===== src/rtl/bitwise_pkg.sv =====
// ============================================================================
// Module   : bitwise_pkg
// Brief    : Operation encoding shared by the bit-wise logic unit and its core.
// Revision : 1.0 - initial release
// ============================================================================
`default_nettype none

package bitwise_pkg;

    localparam int OP_W = 3;

    typedef enum logic [OP_W-1:0] {
        OP_AND    = 3'd0,
        OP_OR     = 3'd1,
        OP_XOR    = 3'd2,
        OP_XNOR   = 3'd3,
        OP_NAND   = 3'd4,
        OP_NOR    = 3'd5,
        OP_NOT_A  = 3'd6,
        OP_PASS_A = 3'd7
    } op_e;

endpackage : bitwise_pkg

`default_nettype wire


===== src/rtl/bitwise_logic_core.sv =====
// ============================================================================
// Module   : bitwise_logic_core
// Brief    : Combinational per-bit operation select with all-zeros/all-ones flags.
// Revision : 1.0 - initial release
// ============================================================================
`default_nettype none

module bitwise_logic_core
    import bitwise_pkg::*;
#(
    parameter int N = 8
) (
    input  op_e          op,
    input  logic [N-1:0] a,
    input  logic [N-1:0] b,
    output logic [N-1:0] f,
    output logic         zero,
    output logic         ones
);

    always_comb begin
        f = a;
        case (op)
            OP_AND:    f = a & b;
            OP_OR:     f = a | b;
            OP_XOR:    f = a ^ b;
            OP_XNOR:   f = ~(a ^ b);
            OP_NAND:   f = ~(a & b);
            OP_NOR:    f = ~(a | b);
            OP_NOT_A:  f = ~a;
            OP_PASS_A: f = a;
            default:   f = a;
        endcase
    end

    assign zero = (f == '0);
    assign ones = (f == '1);

endmodule : bitwise_logic_core

`default_nettype wire


===== src/rtl/pipelined_bitwise_logic_unit.sv =====
// ============================================================================
// Module   : pipelined_bitwise_logic_unit
// Brief    : STAGES-deep registered bit-wise logic unit with valid/ready flow control.
// Revision : 1.0 - initial release
// ============================================================================
`default_nettype none

module pipelined_bitwise_logic_unit
    import bitwise_pkg::*;
#(
    parameter int N      = 8,
    parameter int STAGES = 2
) (
    input  logic            clk,
    input  logic            rst_n,
    input  logic            in_valid,
    output logic            in_ready,
    input  logic [OP_W-1:0] op,
    input  logic [N-1:0]    a,
    input  logic [N-1:0]    b,
    output logic            out_valid,
    input  logic            out_ready,
    output logic [N-1:0]    c,
    output logic            zero,
    output logic            ones
);

    logic [N-1:0] w_f;
    logic         w_f_zero;
    logic         w_f_ones;
    logic         w_advance;

    logic [N-1:0] w_data_q  [STAGES];
    logic         w_valid_q [STAGES];
    logic         w_zero_q  [STAGES];
    logic         w_ones_q  [STAGES];

    bitwise_logic_core #(
        .N (N)
    ) u_core (
        .op   (op_e'(op)),
        .a    (a),
        .b    (b),
        .f    (w_f),
        .zero (w_f_zero),
        .ones (w_f_ones)
    );

    // The whole pipe moves as one; bubbles are never squeezed out.
    assign w_advance = out_ready | ~w_valid_q[STAGES-1];
    assign in_ready  = w_advance;

    for (genvar k = 0; k < STAGES; k++) begin : g_stage
        logic [N-1:0] r_data;
        logic         r_valid;
        logic         r_zero;
        logic         r_ones;
        logic [N-1:0] w_data_d;
        logic         w_valid_d;
        logic         w_zero_d;
        logic         w_ones_d;

        if (k == 0) begin : g_head
            assign w_data_d  = w_f;
            assign w_valid_d = in_valid & w_advance;
            assign w_zero_d  = w_f_zero;
            assign w_ones_d  = w_f_ones;
        end else begin : g_body
            assign w_data_d  = w_data_q[k-1];
            assign w_valid_d = w_valid_q[k-1];
            assign w_zero_d  = w_zero_q[k-1];
            assign w_ones_d  = w_ones_q[k-1];
        end

        always_ff @(posedge clk or negedge rst_n) begin
            if (!rst_n) begin
                r_data  <= '0;
                r_valid <= 1'b0;
                r_zero  <= 1'b0;
                r_ones  <= 1'b0;
            end else if (w_advance) begin
                r_data  <= w_data_d;
                r_valid <= w_valid_d;
                r_zero  <= w_zero_d;
                r_ones  <= w_ones_d;
            end
        end

        assign w_data_q[k]  = r_data;
        assign w_valid_q[k] = r_valid;
        assign w_zero_q[k]  = r_zero;
        assign w_ones_q[k]  = r_ones;
    end

    assign out_valid = w_valid_q[STAGES-1];
    assign c         = w_data_q[STAGES-1];
    assign zero      = w_zero_q[STAGES-1];
    assign ones      = w_ones_q[STAGES-1];

endmodule : pipelined_bitwise_logic_unit

`default_nettype wire


===== config.mk =====
export PLATFORM = sky130hd
export DESIGN_NAME = pipelined_bitwise_logic_unit
export DESIGN_NICKNAME = d
export VERILOG_FILES = /design/src/rtl/bitwise_pkg.sv /design/src/rtl/bitwise_logic_core.sv /design/src/rtl/pipelined_bitwise_logic_unit.sv
export SDC_FILE = /design/constraint.sdc
export NUM_CORES = 1
export LEC_CHECK = 0
export ABC_AREA = 1
export CAP_MARGIN = 5
export CORE_MARGIN = 4
export CORE_UTILIZATION = 30
export CTS_CLUSTER_SIZE = 16
export DETAILED_ROUTE_END_ITERATION = 8
export SLEW_MARGIN = 20
export SYNTH_ARGS = -nofsm -noshare
export SYNTH_HDL_FRONTEND = slang
export SYNTH_SLANG_ARGS = --single-unit

===== constraint.sdc =====
create_clock -name clk -period 1.7 [get_ports clk]
set_clock_uncertainty 0.1 [all_clocks]
set_input_delay 0.34 -clock clk [delete_from_list [all_inputs] [get_ports clk]]
set_output_delay 0.34 -clock clk [all_outputs]
set_load 0.05 [all_outputs]

### Yosys cells after proc, flatten, opt, wreduce, memory -nomap -nowiden

Cells that the tools add are included.

* input port bits: 23
* ROM bits: 0
* output and inout port bits: 12
* word-level logic and storage cells: 29
* bits in latches: 0
* register bits: 22
* memories kept: 0
* bits in writable memories: 0

* eq/ne operators: 8
* reductions and logical operators: 2
* multipliers: 0
* $lt $le $gt $ge: 0
* shifts and indexed selects: 0
* div/mod/pow operators: 0
* bitwise gates (word level): 10
* mux-type cells: 1
* $add $sub $neg: 0

Operators with widths (number)
* $pmux 8 s8: 1
* $not 8->8: 4
* $eq 3x3->1 const B: 4
* $and 8x8->8: 1
* $eq 8x8->1 const B: 1
* $logic_not 8->1: 1
* $or 8x8->8: 1
* $xor 8x8->8: 1
* $eq 3x2->1 const B: 2
* $eq 3x1->1 const B: 1
* $logic_not 3->1: 1
* $and 1x1->1: 1
* $not 1->1: 1
* $or 1x1->1: 1

### Depth between registers and ports, before layout

Gate-level depths: netlist of the first run.

* depth in word-level cells: 4
* depth in mapped cells: 12
* depth with buffers taken out: 12

### Hierarchy

A second synthesis of the first run with hierarchy kept.

* cell total of the unflattened synthesis: 285
* area total of the unflattened synthesis: 2011.9 µm²

Modules (own cells, without submodules)
* bitwise_logic_core: seq. area each 0.0 µm², instances 1, cells each 190, area an instance 1151.1 µm²
* pipelined_bitwise_logic_unit: seq. area each 550.5 µm², instances 1, cells each 95, area an instance 860.8 µm²

### Worst setup path after synthesis of the first run

No wires, ideal clock.

* kind: reg-to-output
* start: register g_stage[1].r_valid, in the netlist out_valid
* end: output in_ready
* data required time: 1.260 ns
* setup slack: -0.176 ns
* stages on the path, launching flop included: 5
* path buffers: 1
* data arrival time: 1.436 ns
* cells stage by stage: dfrtp_1 -> inv_1 -> nor2_1 -> inv_1 -> buf_1

* word-level cells in the longest chain between the ends: 2

Ends and longest elaborated chain
* start, declared: RTL line pipelined_bitwise_logic_unit.sv:55 `logic r_valid;`
* start signal, assigned: RTL line pipelined_bitwise_logic_unit.sv:83 `r_valid <= w_valid_d;`
* $not 1->1: RTL line pipelined_bitwise_logic_unit.sv:50 `assign w_advance = out_ready | ~w_valid_q[STAGES-1];`
* $or 1x1->1: RTL line pipelined_bitwise_logic_unit.sv:50
* end, declared: RTL line pipelined_bitwise_logic_unit.sv:17 `output logic in_ready,`

Every way passes these cells.

### Worst setup path in the final report of the first run

* start: input out_ready
* end: output in_ready

* word-level cells in the longest chain between the ends: 1

Ends and longest elaborated chain
* start, declared: RTL line pipelined_bitwise_logic_unit.sv:22 `input logic out_ready,`
* $or 1x1->1: RTL line pipelined_bitwise_logic_unit.sv:50

Every way passes these cells.

==> results.md, run 1 <==
* Slew HR at 0.781
* WL met2 at 2.54 mm
* Post-layout util at 0.448
* Sink Count at 22
* Root buf cell: clkbuf_8
* Pins Over Slew Limit at 0
* Post-Syn Area at 1980 um2
* Antenna viol nets, final at 0
* Syn Nets at roughly 360
* Placed Area at 2710 um2
* Vias per cell at 4.56
* Antenna violations before repair at 0
* Inserted Diodes at 0
* Cell Pwr Density at 642 nW/um2
* Crit end category: primary output
* Bufs on Longest Clock Path at 2
* Top Metal Used: met4
* Synth Instances at 322
* Final setup vio count at 0
* Post-synth EDFFs at 0
* Dpl ws at -467 ps
* Post-route setup slack at 128 ps
* CP bufs+invs at 3
* Top-count cell post-synth: nand2_1
* DRC Markers at 0
* Synth area leaders: dfrtp_1 28%, nand2_1 22%, ha_1 10%
* Final Hold Violating Endpoints at 0
* WL/cell at approximately 11 um
* Crit path max-delay cell type: clkdlybuf4s50_1
* PortBufs at 34
* Worst Tran Pin Value at ~320 ps
* Crit start category: input pin
* Netlist cell types at 21
* RSZ-0062 raised after global routing: no
* Outcome: finished, final reports clean
* Die height at a little under 90 um
* Leakage at around 1.7 nW
* TritonRoute pass-1 iters at 5
* Max-cap violations at 0
* Htree depth at 1
* Die area at 7970 um2
* R2R Setup Slk at 500 ps
* Syn avg cell area at 6.15 um2
* Vias in the first global route at about 2100
* First-pass GRT wire length at 9.28 mm
* Worst skew pair latency at between 200 and 300 ps
* GP Congestion at roughly 0.8
* Clock period minus final worst setup slack at about 1600 ps
* Overall Power at 1.84 mW
* Crit path required time at around 1300 ps
* CP top delay family: buffers and inverters
* Seq cells post-synth at 22
* Clock transition at path regs at 70 ps
* Post-Route WL at 5.29 mm
* I/O Pins at 35
* Commonest cells in the netlist: 115 x nand2_1, 43 x inv_1, 39 x nor2_1
* Num rows at 29
* Crit share post-route at 0.925
* Synth top area share at 0.278
* CTS tree: yes
* Post-route cell area at 2860 um2
* Crit Path Class: input pin to primary output
* Post-Layout Cell Count at 473
* Hold/Removal Path Class: input pin to async pin
* Area of the core at 6390 um2
* Post-synth ARST share at 1.00
* Area leader, netlist: dfrtp_1
* Register area share after synthesis at 0.278
* Nets@finish at 437
* Total congestion overflow at 0
* Placed cells at 465
* Layout area overhead at 44.4%
* Routed wl met3 at approximately 270 um
* First DRT Iteration DRCs at 89
* Initial Util at 0.310
* Fmax at 636 MHz
* DP HPWL at 4.13 mm
* Top_reg_cell synth: dfrtp_1
* Hold Buf Count CTS at 0
* Cells along the critical path: clkdlybuf4s50_1 -> nor2_1 -> inv_1 -> buf_4
* Critical path peak fanout at 2
* YS warnings at 0
* M1 WL at 2.43 mm
* Fraction of layout instances using a drive strength above 1 at 0.242
* Global Route Usage Sum at 0.144
* CP max stage delay at 400 ps
* Pin count of the biggest net entering global routing at 23
* CTS Buf Count at 3
* Die X at 89.3 um
* VDD IR max at 0.564 mV
* Via count of the routed design at 2157
* Critical Path AT at between 1000 and 1500 ps
## area by class of cell
type                       instances  area [um2]
tap                               77        96.3
inverter                          45         174
fill                             665        3520
multi-input combinational        241        1280
clock buffer                       3        41.3
timing repair buffer              85         723
sequential                        22         551
## per-stage QoR
stage	hold slack (ps)	setup TNS (ps)
final	323	0
after detailed placement	328	-3440
after global placement	324	-2970
after global routing	343	0
after CTS	330	-1.45
after floorplan	-55.6	0
## sequential cells by signal, summed over array words and instances (netlist names)
name,count
g_stage.r_ones,1
g_stage.r_zero,1
ones,1
g_stage.r_valid,1
out_valid,1
g_stage.r_data,8
zero,1
c,8
## cell usage in the layout, fill, tap and decap left out
cell type / instances
buf_12: 4
buf_2: 2
buf_4: 54
buf_6: 3
clkbuf_2: 2
clkbuf_8: 3
clkdlybuf4s15_1: 1
clkdlybuf4s50_1: 3
dfrtp_1: 22
dlygate4sd2_1: 15
dlymetal6s2s_1: 1
ha_1: 9
ha_2: 3
ha_4: 4
inv_1: 37
inv_2: 6
inv_4: 2
mux2i_1: 1
nand2_1: 113
nand2_2: 3
nand2_4: 1
nand3_1: 25
nand3_2: 2
nand3b_1: 5
nand4_1: 17
nor2_1: 35
nor2_2: 5
nor2_4: 2
o21ai_0: 12
o21ai_1: 4
## kinds of logic (layout without fill, tap and decap cells)
kind of cell / after synthesis / count (layout) / share of synthesized area
multiplexers: 1 / 1 / 0.00505
adder cells (fa/ha/maj): 16 / 16 / 0.101
AO/OA/AOI/OAI: 16 / 16 / 0.0404
flip-flops: 22 / 22 / 0.278
buffers and inverters: 59 / 133 / 0.122
AND/OR/NAND/NOR: 208 / 208 / 0.453
## report_power, final
group | total (mW) | internal, mW | switching [mW]
Combinational | 0.860 | 0.345 | 0.515
Clock | 0.311 | 0.158 | 0.153
Sequential | 0.666 | 0.613 | 0.0528
Total | 1.84 | 1.12 | 0.721
## per-layer routing
layer / GRT usage / vias to the layer above
met4: 0.0406 / 0
li1: - / 1158
met1: 0.182 / 940
met2: 0.261 / 54
met3: 0.0111 / 5
met5: 0 / -
## path summary, 6_finish.rpt
check | endpoint | start | cells past startpoint
min in group clk | out_valid$_DFFE_PN0N_ | g_stage[0].r_valid$_DFFE_PN0N_ | 2
max in group asynchronous | out_valid$_DFFE_PN0N_ | rst_n | 2
min reg2reg | out_valid$_DFFE_PN0N_ | g_stage[0].r_valid$_DFFE_PN0N_ | 2
max reg2reg | zero$_DFFE_PN0N_ | out_valid$_DFFE_PN0N_ | 6
min | g_stage[0].r_data[1]$_DFFE_PN0N_ | rst_n | 2
max | in_ready | out_ready | 4
## what timing repair did
item                                    in CTS  in global routing
gates cloned                                 1                  1
endpoints found under the setup margin      10                  3
pin swaps                                   24                  5
setup buffers                                3                  0
gates resized for setup                     41                 12
Note: power is estimated with default switching activity, not from simulation.
==> run 2, diff against run 1 <==
PLACE_DENSITY_LB_ADDON = 0.1   (was not set)
==> run 2 against run 1 <==
  * Setup slack worse by 22 ps
  * First-iteration DRC count is 15% lower
  * Utilization is 2.8 points higher
  * Die area stayed put
  * Sequential power is 3% higher
  * Clock power is 18% higher
  * Combinational power is 14% higher
  * Critical path depth stayed put
  * Global-route usage is 0.54 points higher
  * Critical endpoint unchanged
==> results.md, run 2 (synthesis gave the netlist of run 1 again) <==
* Nets@finish at roughly 440
* Slew HR at 0.811
* Dpl ws at -594 ps
* DRC Markers at 0
* Total congestion overflow at 0
* Layout area overhead at 53.4%
* CTS Buf Count at 3
* Inserted Diodes at 0
* Crit share post-route at 0.938
* Placed cells at between 400 and 500
* Root buf cell: clkbuf_8
* Hold Buf Count CTS at 0
* Critical Path AT at roughly 1200 ps
* Fmax at 627 MHz
* CTS tree: yes
* Max-cap violations at 0
* PortBufs at 34
* DP HPWL at 4.63 mm
* Pin count of the biggest net entering global routing at 23
* Die height at 89.3 um
* Vias in the first global route at 2077
* Placed Area at between 2000 and 3000 um2
* Commonest non-fill, non-tap cell in the layout: nand2_1
* Outcome: finished, final reports clean
* First-pass GRT wire length at 9.50 mm
* Antenna violations before repair at 0
* Final setup vio count at 0
* Vias per cell at 4.58
* GP Congestion at 0.866
* First DRT Iteration DRCs at 76
* Post-route cell area at 3040 um2
* Die area at 7970 um2
* Final Hold Violating Endpoints at 0
* Fraction of layout instances using a drive strength above 1 at 0.263
* WL/cell at 11.8 um
* Global Route Usage Sum at 0.149
* Num rows at 29
* Cell Pwr Density at 668 nW/um2
* Hold/Removal Path Class: input pin to async pin
* VDD IR max at 0.810 mV
* Initial Util at 0.310
* Pins Over Slew Limit at 0
* I/O Pins at 35
* Clock transition at path regs at ~80 ps
* Htree depth at 1
* Leakage at 1.72 nW
* Die X at a little under 90 um
* Overall Power at 2.03 mW
* Final Hold Slack at 327 ps
* Crit Path Class: input pin to primary output
* Antenna viol nets, final at 0
* Critical path peak fanout at 2
* Post-Route WL at 5.66 mm
* Crit end category: primary output
* Post-route setup slack at roughly 110 ps
* Area of the core at between 6000 and 7000 um2
* Crit path required time at 1260 ps
* Sink Count at 22
* Worst Tran Pin Value at 283 ps
* Crit start category: input pin
* TritonRoute pass-1 iters at 4
* Commonest non-fill, non-tap cells in the layout: 111 x nand2_1, 55 x buf_4, 37 x nor2_1
* Bufs on Longest Clock Path at 2
* RSZ-0062 raised after global routing: no
* Worst skew pair latency at between 200 and 300 ps
* Via count of the routed design at 2197
* Post-Layout Cell Count at 480
* Clock period minus final worst setup slack at 1590 ps
run 2: cell types whose count changed in the layout (fill, tap and decap cells not counted), moves of 2 or more:
| cell | change |
|---|---|
| buf_12 | +9 |
| inv_2 | +3 |
| nor2_2 | -3 |
| buf_6 | -2 |
| clkdlybuf4s15_1 | +2 |
| dlygate4sd2_1 | -2 |
| inv_4 | -2 |
| nand2_1 | -2 |
| nand2_2 | +2 |
| nor2_1 | +2 |
run 2: worst max-delay path: stages:
cell	delay (ps)
clkdlybuf4s50_1	400
nor2_1	150
inv_1	80
buf_4	190
run 2: report_power, final:
group          switching, mW  total, mW  internal [mW]
clock                  0.162      0.368          0.206
combinational          0.528      0.978          0.450
sequential            0.0725      0.685          0.613
total                  0.763       2.03           1.27
run 2: repair_timing:
| item | 4_1_cts | 5_1_grt |
|---|---|---|
| endpoints found under the hold margin | 0 | 0 |
| pin swaps | 22 | 1 |
| gates cloned | 0 | 0 |
| buffers inserted | 2 | 0 |
| gates resized for setup | 45 | 14 |
| setup endpoints to repair | 10 | 6 |
run 2: layout make-up:
class | instances | area [um2]
tap | 77 | 96.3
inverter | 45 | 169
timing repair buffer | 91 | 873
sequential | 22 | 551
clock buffer | 4 | 55.1
multi-input combinational | 241 | 1300
fill | 672 | 3350
run 2: per-layer routing:
layer / vias up / GRT usage / share of wire
met3: 2 / 0.0203 / 0.039
li1: 1167 / - / -
met5: - / 0 / 0
met1: 995 / 0.209 / 0.49
met2: 33 / 0.252 / 0.47
met4: 0 / 0.0189 / 0.0039
run 2: path summary, 6_finish.rpt:
path	startpoint	endpoint	slack, ps	depth (start not counted)
worst max-delay path	out_ready	in_ready	110	4
worst min-delay path	rst_n	c[4]$_DFFE_PN0N_	330	2
worst max register to register	out_valid$_DFFE_PN0N_	g_stage[0].r_data[5]$_DFFE_PN0N_	520	5
worst min register to register	g_stage[0].r_valid$_DFFE_PN0N_	out_valid$_DFFE_PN0N_	350	2
max in group asynchronous	rst_n	g_stage[0].r_data[2]$_DFFE_PN0N_	950	2
min in group clk	g_stage[0].r_valid$_DFFE_PN0N_	out_valid$_DFFE_PN0N_	350	2
run 2: stage by stage:
| step | TNS [ps] | utilization |
|---|---|---|
| detailed placement | -4500 | 0.453 |
| global placement | -4190 | 0.453 |
| floorplan | 0 | - |
| CTS | 0 | 0.475 |
| finish | 0 | 0.476 |
| global route | 0 | 0.476 |
==> run 3, diff against run 2 <==
SLEW_MARGIN = 30   (was 20)
==> results of run 3 <==
The final DEF is identical to that of run 2; final timing and power are the same.
